===== config.mk =====
export PLATFORM = sky130hd
export DESIGN_NAME = pipe_muxn
export DESIGN_NICKNAME = d
export VERILOG_FILES = /design/src/rtl/pipe_muxn.sv
export SDC_FILE = /design/constraint.sdc
export NUM_CORES = 1
export LEC_CHECK = 0
export BUFFER_PORTS_ARGS = -buffer_cell sky130_fd_sc_hd__buf_2
export CAP_MARGIN = 25
export CORE_UTILIZATION = 52
export DETAILED_ROUTE_END_ITERATION = 10
export PLACE_DENSITY = 0.85
export SLEW_MARGIN = 5
export SYNTH_ARGS = -nofsm -noshare
export SYNTH_HDL_FRONTEND = slang
export SYNTH_SLANG_ARGS = --single-unit

===== constraint.sdc =====
create_clock -name clk -period 3.9 [get_ports clk]
set_input_delay 0.585 -clock clk [delete_from_list [all_inputs] [get_ports clk]]
set_output_delay 0.585 -clock clk [all_outputs]
set_load 0.02 [all_outputs]

===== src/rtl/pipe_muxn.sv =====
// rtl/pipe_muxn.sv - N-input select mux with registered output and 2-entry skid buffer
// Optional feature macro: PIPE_MUXN_SEL_ERR_EN (adds sticky sel_err output)
module pipe_muxn #(
    parameter int NUM_IN = 3,
    parameter int WIDTH  = 32,
    localparam int SEL_W = (NUM_IN > 2) ? $clog2(NUM_IN) : 1
) (
    input  logic                    clk,
    input  logic                    reset,
    input  logic                    flush,
    input  logic [NUM_IN*WIDTH-1:0] d,
    input  logic [SEL_W-1:0]        s,
    input  logic                    in_valid,
    output logic                    in_ready,
    output logic                    out_valid,
    input  logic                    out_ready,
    output logic [WIDTH-1:0]        y,
    output logic [SEL_W-1:0]        y_sel
`ifdef PIPE_MUXN_SEL_ERR_EN
    ,
    output logic                    sel_err
`endif
);

    // Occupancy of the two-entry buffer; main always holds the head when non-empty.
    typedef enum logic [1:0] {
        ST_EMPTY = 2'd0,
        ST_ONE   = 2'd1,
        ST_FULL  = 2'd2
    } state_t;

    state_t             state_q,     state_d;
    logic [WIDTH-1:0]   main_data_q, main_data_d;
    logic [SEL_W-1:0]   main_sel_q,  main_sel_d;
    logic [WIDTH-1:0]   skid_data_q, skid_data_d;
    logic [SEL_W-1:0]   skid_sel_q,  skid_sel_d;

    logic [WIDTH-1:0]   sel_data;
    logic               sel_hit;
    logic               acc;
    logic               drn;

    // Handshake flags come only from registered state, so no input reaches an output.
    assign out_valid = (state_q != ST_EMPTY);
    assign in_ready  = (state_q != ST_FULL);
    assign acc       = in_valid & in_ready;
    assign drn       = out_valid & out_ready;

    assign y         = main_data_q;
    assign y_sel     = main_sel_q;

    // Select mux: an out-of-range select matches no input and yields zero data.
    always_comb begin
        sel_data = '0;
        sel_hit  = 1'b0;
        for (int i = 0; i < NUM_IN; i++) begin
            if (s == SEL_W'(i)) begin
                sel_data = d[i*WIDTH +: WIDTH];
                sel_hit  = 1'b1;
            end
        end
    end

    // Next state and register loads; flush empties the buffer and discards this cycle's traffic.
    always_comb begin
        state_d     = state_q;
        main_data_d = main_data_q;
        main_sel_d  = main_sel_q;
        skid_data_d = skid_data_q;
        skid_sel_d  = skid_sel_q;

        if (flush) begin
            state_d = ST_EMPTY;
        end else begin
            case (state_q)
                ST_EMPTY: begin
                    if (acc) begin
                        state_d     = ST_ONE;
                        main_data_d = sel_data;
                        main_sel_d  = s;
                    end
                end
                ST_ONE: begin
                    if (acc && drn) begin
                        // Head leaves as the new entry arrives: full throughput, no bubble.
                        main_data_d = sel_data;
                        main_sel_d  = s;
                    end else if (acc) begin
                        state_d     = ST_FULL;
                        skid_data_d = sel_data;
                        skid_sel_d  = s;
                    end else if (drn) begin
                        state_d     = ST_EMPTY;
                    end
                end
                ST_FULL: begin
                    // in_ready is low here, so only a drain can happen.
                    if (drn) begin
                        state_d     = ST_ONE;
                        main_data_d = skid_data_q;
                        main_sel_d  = skid_sel_q;
                    end
                end
                default: begin
                    state_d = ST_EMPTY;
                end
            endcase
        end
    end

    // State and data registers with synchronous active-high reset.
    always_ff @(posedge clk) begin
        if (reset) begin
            state_q     <= ST_EMPTY;
            main_data_q <= '0;
            main_sel_q  <= '0;
            skid_data_q <= '0;
            skid_sel_q  <= '0;
        end else begin
            state_q     <= state_d;
            main_data_q <= main_data_d;
            main_sel_q  <= main_sel_d;
            skid_data_q <= skid_data_d;
            skid_sel_q  <= skid_sel_d;
        end
    end

`ifdef PIPE_MUXN_SEL_ERR_EN
    logic sel_err_q, sel_err_d;

    // Sticky error: any real accept with an out-of-range select sets it; only reset clears it.
    always_comb begin
        sel_err_d = sel_err_q | (acc & ~flush & ~sel_hit);
    end

    // Sticky error register.
    always_ff @(posedge clk) begin
        if (reset) begin
            sel_err_q <= 1'b0;
        end else begin
            sel_err_q <= sel_err_d;
        end
    end

    assign sel_err = sel_err_q;
`else
    logic unused_sel_hit;
    assign unused_sel_hit = sel_hit;
`endif

endmodule


==> results of run 1 <==
-- per-stage QoR --
step / area, sq um / hold slack [ns] / instances
3_3_place_gp: 4090 / 0.436 / 584
2_1_floorplan: 3410 / 0.436 / 395
4_1_cts: 4240 / 0.447 / 598
5_1_grt: 4270 / 0.473 / 599
3_5_place_dp: 4090 / 0.437 / 584
6_report: 4270 / 0.447 / 599
-- Yosys cell counts, drive strengths merged, types with 2 or more instances --
library cell	n	area [sq um]
a21oi	6	30.0
a311oi	3	43.8
buf	19	118
clkbuf	13	48.8
dfxtp	70	1400
inv	2	7.51
mux2i	66	661
nand2	40	150
nand2b	3	18.8
nor2	65	244
nor2b	3	18.8
nor3	34	175
o21ai	34	174
o2bb2ai	32	280
-- state kept, by name, summed over array words and instances, names as in the netlist --
register / count
y_sel: 2
y: 32
skid_sel_q: 2
state_q: 2
skid_data_q: 32
-- kinds of logic (layout without fill, tap and decap cells) --
logic type,after synthesis,after routing
AND/OR/NAND/NOR,149,149
buffers and inverters,34,161
flip-flops,70,70
multiplexers,66,66
AO/OA/AOI/OAI,76,76
-- metal layers --
metal  wire length [um]  global-route usage [%]  vias to the layer above
met5                  0                       0                        -
met4                167                    11.0                        0
met3                604                    4.97                       15
met2               4500                    46.4                      151
met1               3630                    30.0                     1533
li1                   -                       -                     1633
-- area by class of cell --
class                   instances  share of cell area [%]
multi-input cells             291                    43.2
flip-flops and latches         70                    32.8
repair buffers                145                    17.9
clock buffers                  12                    3.40
well taps                      77                    2.26
clock inverters                 2                   0.234
inverters                       2                   0.176
-- power groups by stage --
stage / sequential [mW] / combinational [mW] / clock, mW
finish: 0.750 / 0.242 / 0.493
global route: 0.752 / 0.264 / 0.536
CTS: 0.750 / 0.240 / 0.496
detailed placement: 0.766 / 0.239 / 0
global placement: 0.765 / 0.232 / 0
floorplan: 0.784 / 0.127 / 0
-- how the worst max path moves through the flow --
stage,cells after the start,from,end
2_1_floorplan,7,s[1],y[14]
5_1_grt,6,s[1],skid_data_q[15]
3_5_place_dp,4,reset,y[17]
3_3_place_gp,4,reset,y[12]
4_1_cts,2,state_q[0],in_ready
6_report,2,state_q[0],in_ready
-- critical path, delay by kind of cell, from the launching register on --
family / cells / cell delay, ns
simple gates: 1 / 0.60
flops: 1 / 0.44
buf+inv: 1 / 0.29
==> flow_metrics.tcl, run 1 <==
set metrics [dict create \
    grt_pass1_vias 3270 \
    grt_usage_pct 25.9 \
    ios 139 \
    ys_ff_latch 70 \
    total_power_mw 1.48 \
    synth_compound_area_share_pct 15.7 \
    n_fill_cell 533 \
    setup_viol_count_final 0 \
    clock_path_buffers 2 \
    rrSetupSlack_ns 1.98 \
    worst_slack_ns 1.64 \
    core_area_sq_mm 0.00635 \
    grt_pass1_wl_mm 14.7 \
    crit_type "flop to output pin" \
    status "finished clean" \
    postCtsSetupRepairBufs 0 \
    ctsHtreeMaxLevel 3 \
    path_clk_slew_ns 0.07 \
    cp_slowest_stage_delay_ns 0.60 \
    synthFlopType "dfxtp_1" \
    start_kind "flop" \
    vias 3332 \
    layout_commonest_cell "buf_2" \
    grt_antenna_before_repair 0 \
    die_h_um 83.0 \
    cts_tree "yes" \
    fp-row-count 29 \
    routed_wl_mm 8.90 \
    tns_ns 0 \
    cap_violations 0 \
    p_leak_nw 2.13 \
    insertion_delay_ns 0.33 \
    die-width_um 83.0 \
    hold_start "y[13]" \
    synth.distinct_cells 26 \
    swShare_pct 27.0 \
    clockRootBuffer "clkbuf_8" \
    synth-seq-area-share_pct 41.1 \
    initial_core_util_pct 53.7 \
    cts_buffers 9 \
    arrival_ns 1.68 \
    finalCritPeriodShare_pct 57.9 \
    gp_congestion 0.785 \
    finalCoreUtilization_pct 67.3 \
    drtPass1Iterations 4 \
    min_path_type "flop to flop" \
    muxShareOfSynthArea_pct 19.4 \
    seqPwrFrac_pct 50.5 \
    multi_input_area_sq_mm 0.00185 \
    synth-xor-area-share_pct 0 \
    crit_chain "nand2b_2 > buf_2" \
    drtIter0Drc 136 \
    antennaDiodeCount 0 \
    vias_per_cell 5.56 \
    ctsResizeCount 0 \
    drt-wirelength-per-cell_um 14.9 \
    dp_hpwl_mm 5.94 \
    ir_worst_vdd_mv 0.261 \
    cp_max_fo 20 \
    syn2layout_area_growth_pct 25.2 \
    power_switching_mw 0.401 \
    pwr-share-comb_pct 16.3 \
    syn_inst 395 \
    grt_max_degree 41 \
    worst_slew_pin_slew_ns 0.789 \
    holdPathEnd "y[13]" \
    synth_warnings 0 \
    skew_ns 0.00659 \
    io_buffers 138 \
    pwr_density_cell_mw_per_mm2 348 \
    cpMaxStageDelayCell "nand2b_2" \
    post-place-ws_ns 1.34 \
    reg2reg_depth 4 \
    fmax_mhz 442 \
    route.detailed.drc 0 \
    syn_area_sq_mm 0.00341 \
    max_slew_margin_pct 47.4 \
    grt_setup_unrepaired "no" \
    die_area_sq_mm 0.00689 \
    avgSynthCellArea_sq_um 8.63 \
    synth_edf_count 0 \
    r2r-start "state_q[0]" \
    synthAdderAreaFrac_pct 0 \
    final_antenna_net_count 0 \
    synth_top_family_by_area "multiplexers" \
    crit_required_ns 3.31 \
    rr_endpoint "y[0]" \
    hold_depth 2 \
    gr-total-overflow 0 \
    seq_area_sq_mm 0.00140 \
    synth_nets 498 \
    synthArstFlopShare_pct 0 \
    hold_viol 0 \
    final_cell_mix "buf_2 (138), dfxtp_1 (70), mux2i_1 (66), nor2_1 (65), nand2_1 (40)" \
    maxSlewViolCount 0 \
    fin_nets 622 \
    hold_buffers 0 \
    period_minus_slack_ns 2.26 \
    drive_above_1_share_pct 31.2 \
    clkSinkCount 70 \
    cp-end-kind "output pin" \
    synth-simple-area-share_pct 18.7 \
    p_clk_share_pct 33.2 \
    intPower_mw 1.08 \
]
Note: power is estimated with default switching activity, not from simulation.
==> run 2, diff against run 1 <==
CORE_UTILIZATION = 44   (was 52)
PLACE_DENSITY = 0.77   (was 0.85)
clock period = 2 ns   (was 3.9 ns; I/O delays follow)
==> run 2 against run 1 <==
Compared with the run above: sequential power increased by 95%; flip-flop and latch count unchanged; clock power increased by 98%; combinational power increased by 99%; setup slack got worse by 1.4 ns; sequential share of layout area decreased by 0.57 points; global-route usage decreased by 3.2 points; die area increased by 18%; clock skew decreased by 0.00089 ns; count of clock-buffer cells in the layout unchanged; utilization decreased by 8.3 points; largest cell class unchanged.
==> flow_metrics.tcl, run 2 (synthesis gave the netlist of run 1 again) <==
set metrics [dict create \
    status "finished clean" \
    max_slew_margin_pct 72.6 \
    drt-wirelength-per-cell_um 14.6 \
    power_switching_mw 0.791 \
    fmax_mhz 566 \
    syn2layout_area_growth_pct 27.4 \
    hold_ws_ns 0.243 \
    gp_congestion 0.812 \
    insertion_delay_ns 0.33 \
    initial_core_util_pct 46.3 \
    crit_family "buffers and inverters" \
    clock_path_buffers 2 \
    core_area_sq_mm 0.00737 \
    die_h_um 90.0 \
    layout_commonest_cell "buf_2" \
    swShare_pct 27.1 \
    crit_type "flop to output pin" \
    ir_worst_vdd_mv 0.326 \
    final_antenna_net_count 0 \
    routed_wl_mm 9.15 \
    pwr_density_cell_mw_per_mm2 672 \
    dp_hpwl_mm 6.39 \
    p_clk_share_pct 33.5 \
    fin_nets 626 \
    grt_usage_pct 22.7 \
    cp_max_fo 36 \
    crit_chain "nand2b_2 > buf_12 > buf_2" \
    grt_pass1_wl_mm 15.1 \
    grt_pass1_vias 3236 \
    cts_buffers 9 \
    drtPass1Iterations 4 \
    cap_violations 0 \
    setup_viol_count_final 0 \
    gr-total-overflow 0 \
    clockRootBuffer "clkbuf_8" \
    route.detailed.drc 0 \
    cp_slowest_stage_delay_ns 0.45 \
    antennaDiodeCount 0 \
    post-place-ws_ns 0.423 \
    intPower_mw 2.13 \
    path_clk_slew_ns 0.07 \
    total_power_mw 2.92 \
    p_leak_nw 2.16 \
    drtIter0Drc 150 \
    ctsHtreeMaxLevel 3 \
    critical_path_buf_inv_count 2 \
    fp-row-count 31 \
    start_kind "flop" \
    final_cell_mix "buf_2 (138), dfxtp_1 (70), mux2i_1 (66), nor2_1 (65), nand2_1 (40)" \
    period_minus_slack_ns 1.77 \
    drive_above_1_share_pct 32.0 \
    finalCritPeriodShare_pct 88.3 \
    post-route-cell-area_sq_mm 0.00435 \
    rrSetupSlack_ns 0.47 \
    cp-end-kind "output pin" \
    finalCoreUtilization_pct 59.0 \
    io_buffers 138 \
    instances_no_fill 627 \
    cts_tree "yes" \
    worst_slack_ns 0.234 \
    place_inst 611 \
    grt_max_degree 37 \
    cpMaxStageDelayCell "dfxtp_1" \
    dpl_cell_area_sq_mm 0.00418 \
    crit_required_ns 1.70 \
    ios 139 \
    hold_viol 0 \
    vias_per_cell 5.32 \
    postCtsSetupRepairBufs 0 \
    seqPwrFrac_pct 50.1 \
    die-width_um 90.0 \
    skew_ns 0.00570 \
    clkSinkCount 70 \
    tns_ns 0 \
    die_area_sq_mm 0.00811 \
    vias 3333 \
    hold_buffers 0 \
    grt_antenna_before_repair 0 \
    arrival_ns 1.47 \
    worst_slew_pin_slew_ns 0.400 \
    maxSlewViolCount 0 \
    min_path_type "input port to flop" \
    grt_setup_unrepaired "no" \
    pwr-share-comb_pct 16.5 \
    ctsResizeCount 0 \
]
-- run 2: power by group through the flow --
stage                     sequential (mW)  combinational (mW)  clock [mW]
final                                1.46               0.481       0.978
after global routing                 1.47               0.526        1.07
after CTS                            1.46               0.483       0.997
after detailed placement             1.49               0.481           0
after global placement               1.49               0.466           0
after floorplan                      1.53               0.248           0
-- run 2: cell type report --
type | instances | area [sq um]
fill | 693 | 3020
multi-input combinational | 291 | 1850
sequential | 70 | 1400
timing repair buffer | 149 | 798
clock buffer | 12 | 145
tap | 99 | 124
clock inverter | 4 | 22.5
inverter | 2 | 7.51
-- run 2: routing by layer --
metal / share of wire [%] / GRT usage, % / vias up
li1: - / - / 1642
met1: 42 / 26.2 / 1552
met2: 50 / 39.9 / 119
met3: 5.6 / 4.15 / 20
met4: 2.7 / 11.3 / 0
met5: 0 / 0 / -
-- run 2: worst paths after layout --
kind	from	end	depth (start not counted)
min	flush	state_q[0]	2
max reg2reg	state_q[0]	skid_data_q[30]	5
max	state_q[0]	in_ready	3
min reg2reg	y[7]	y[7]	2
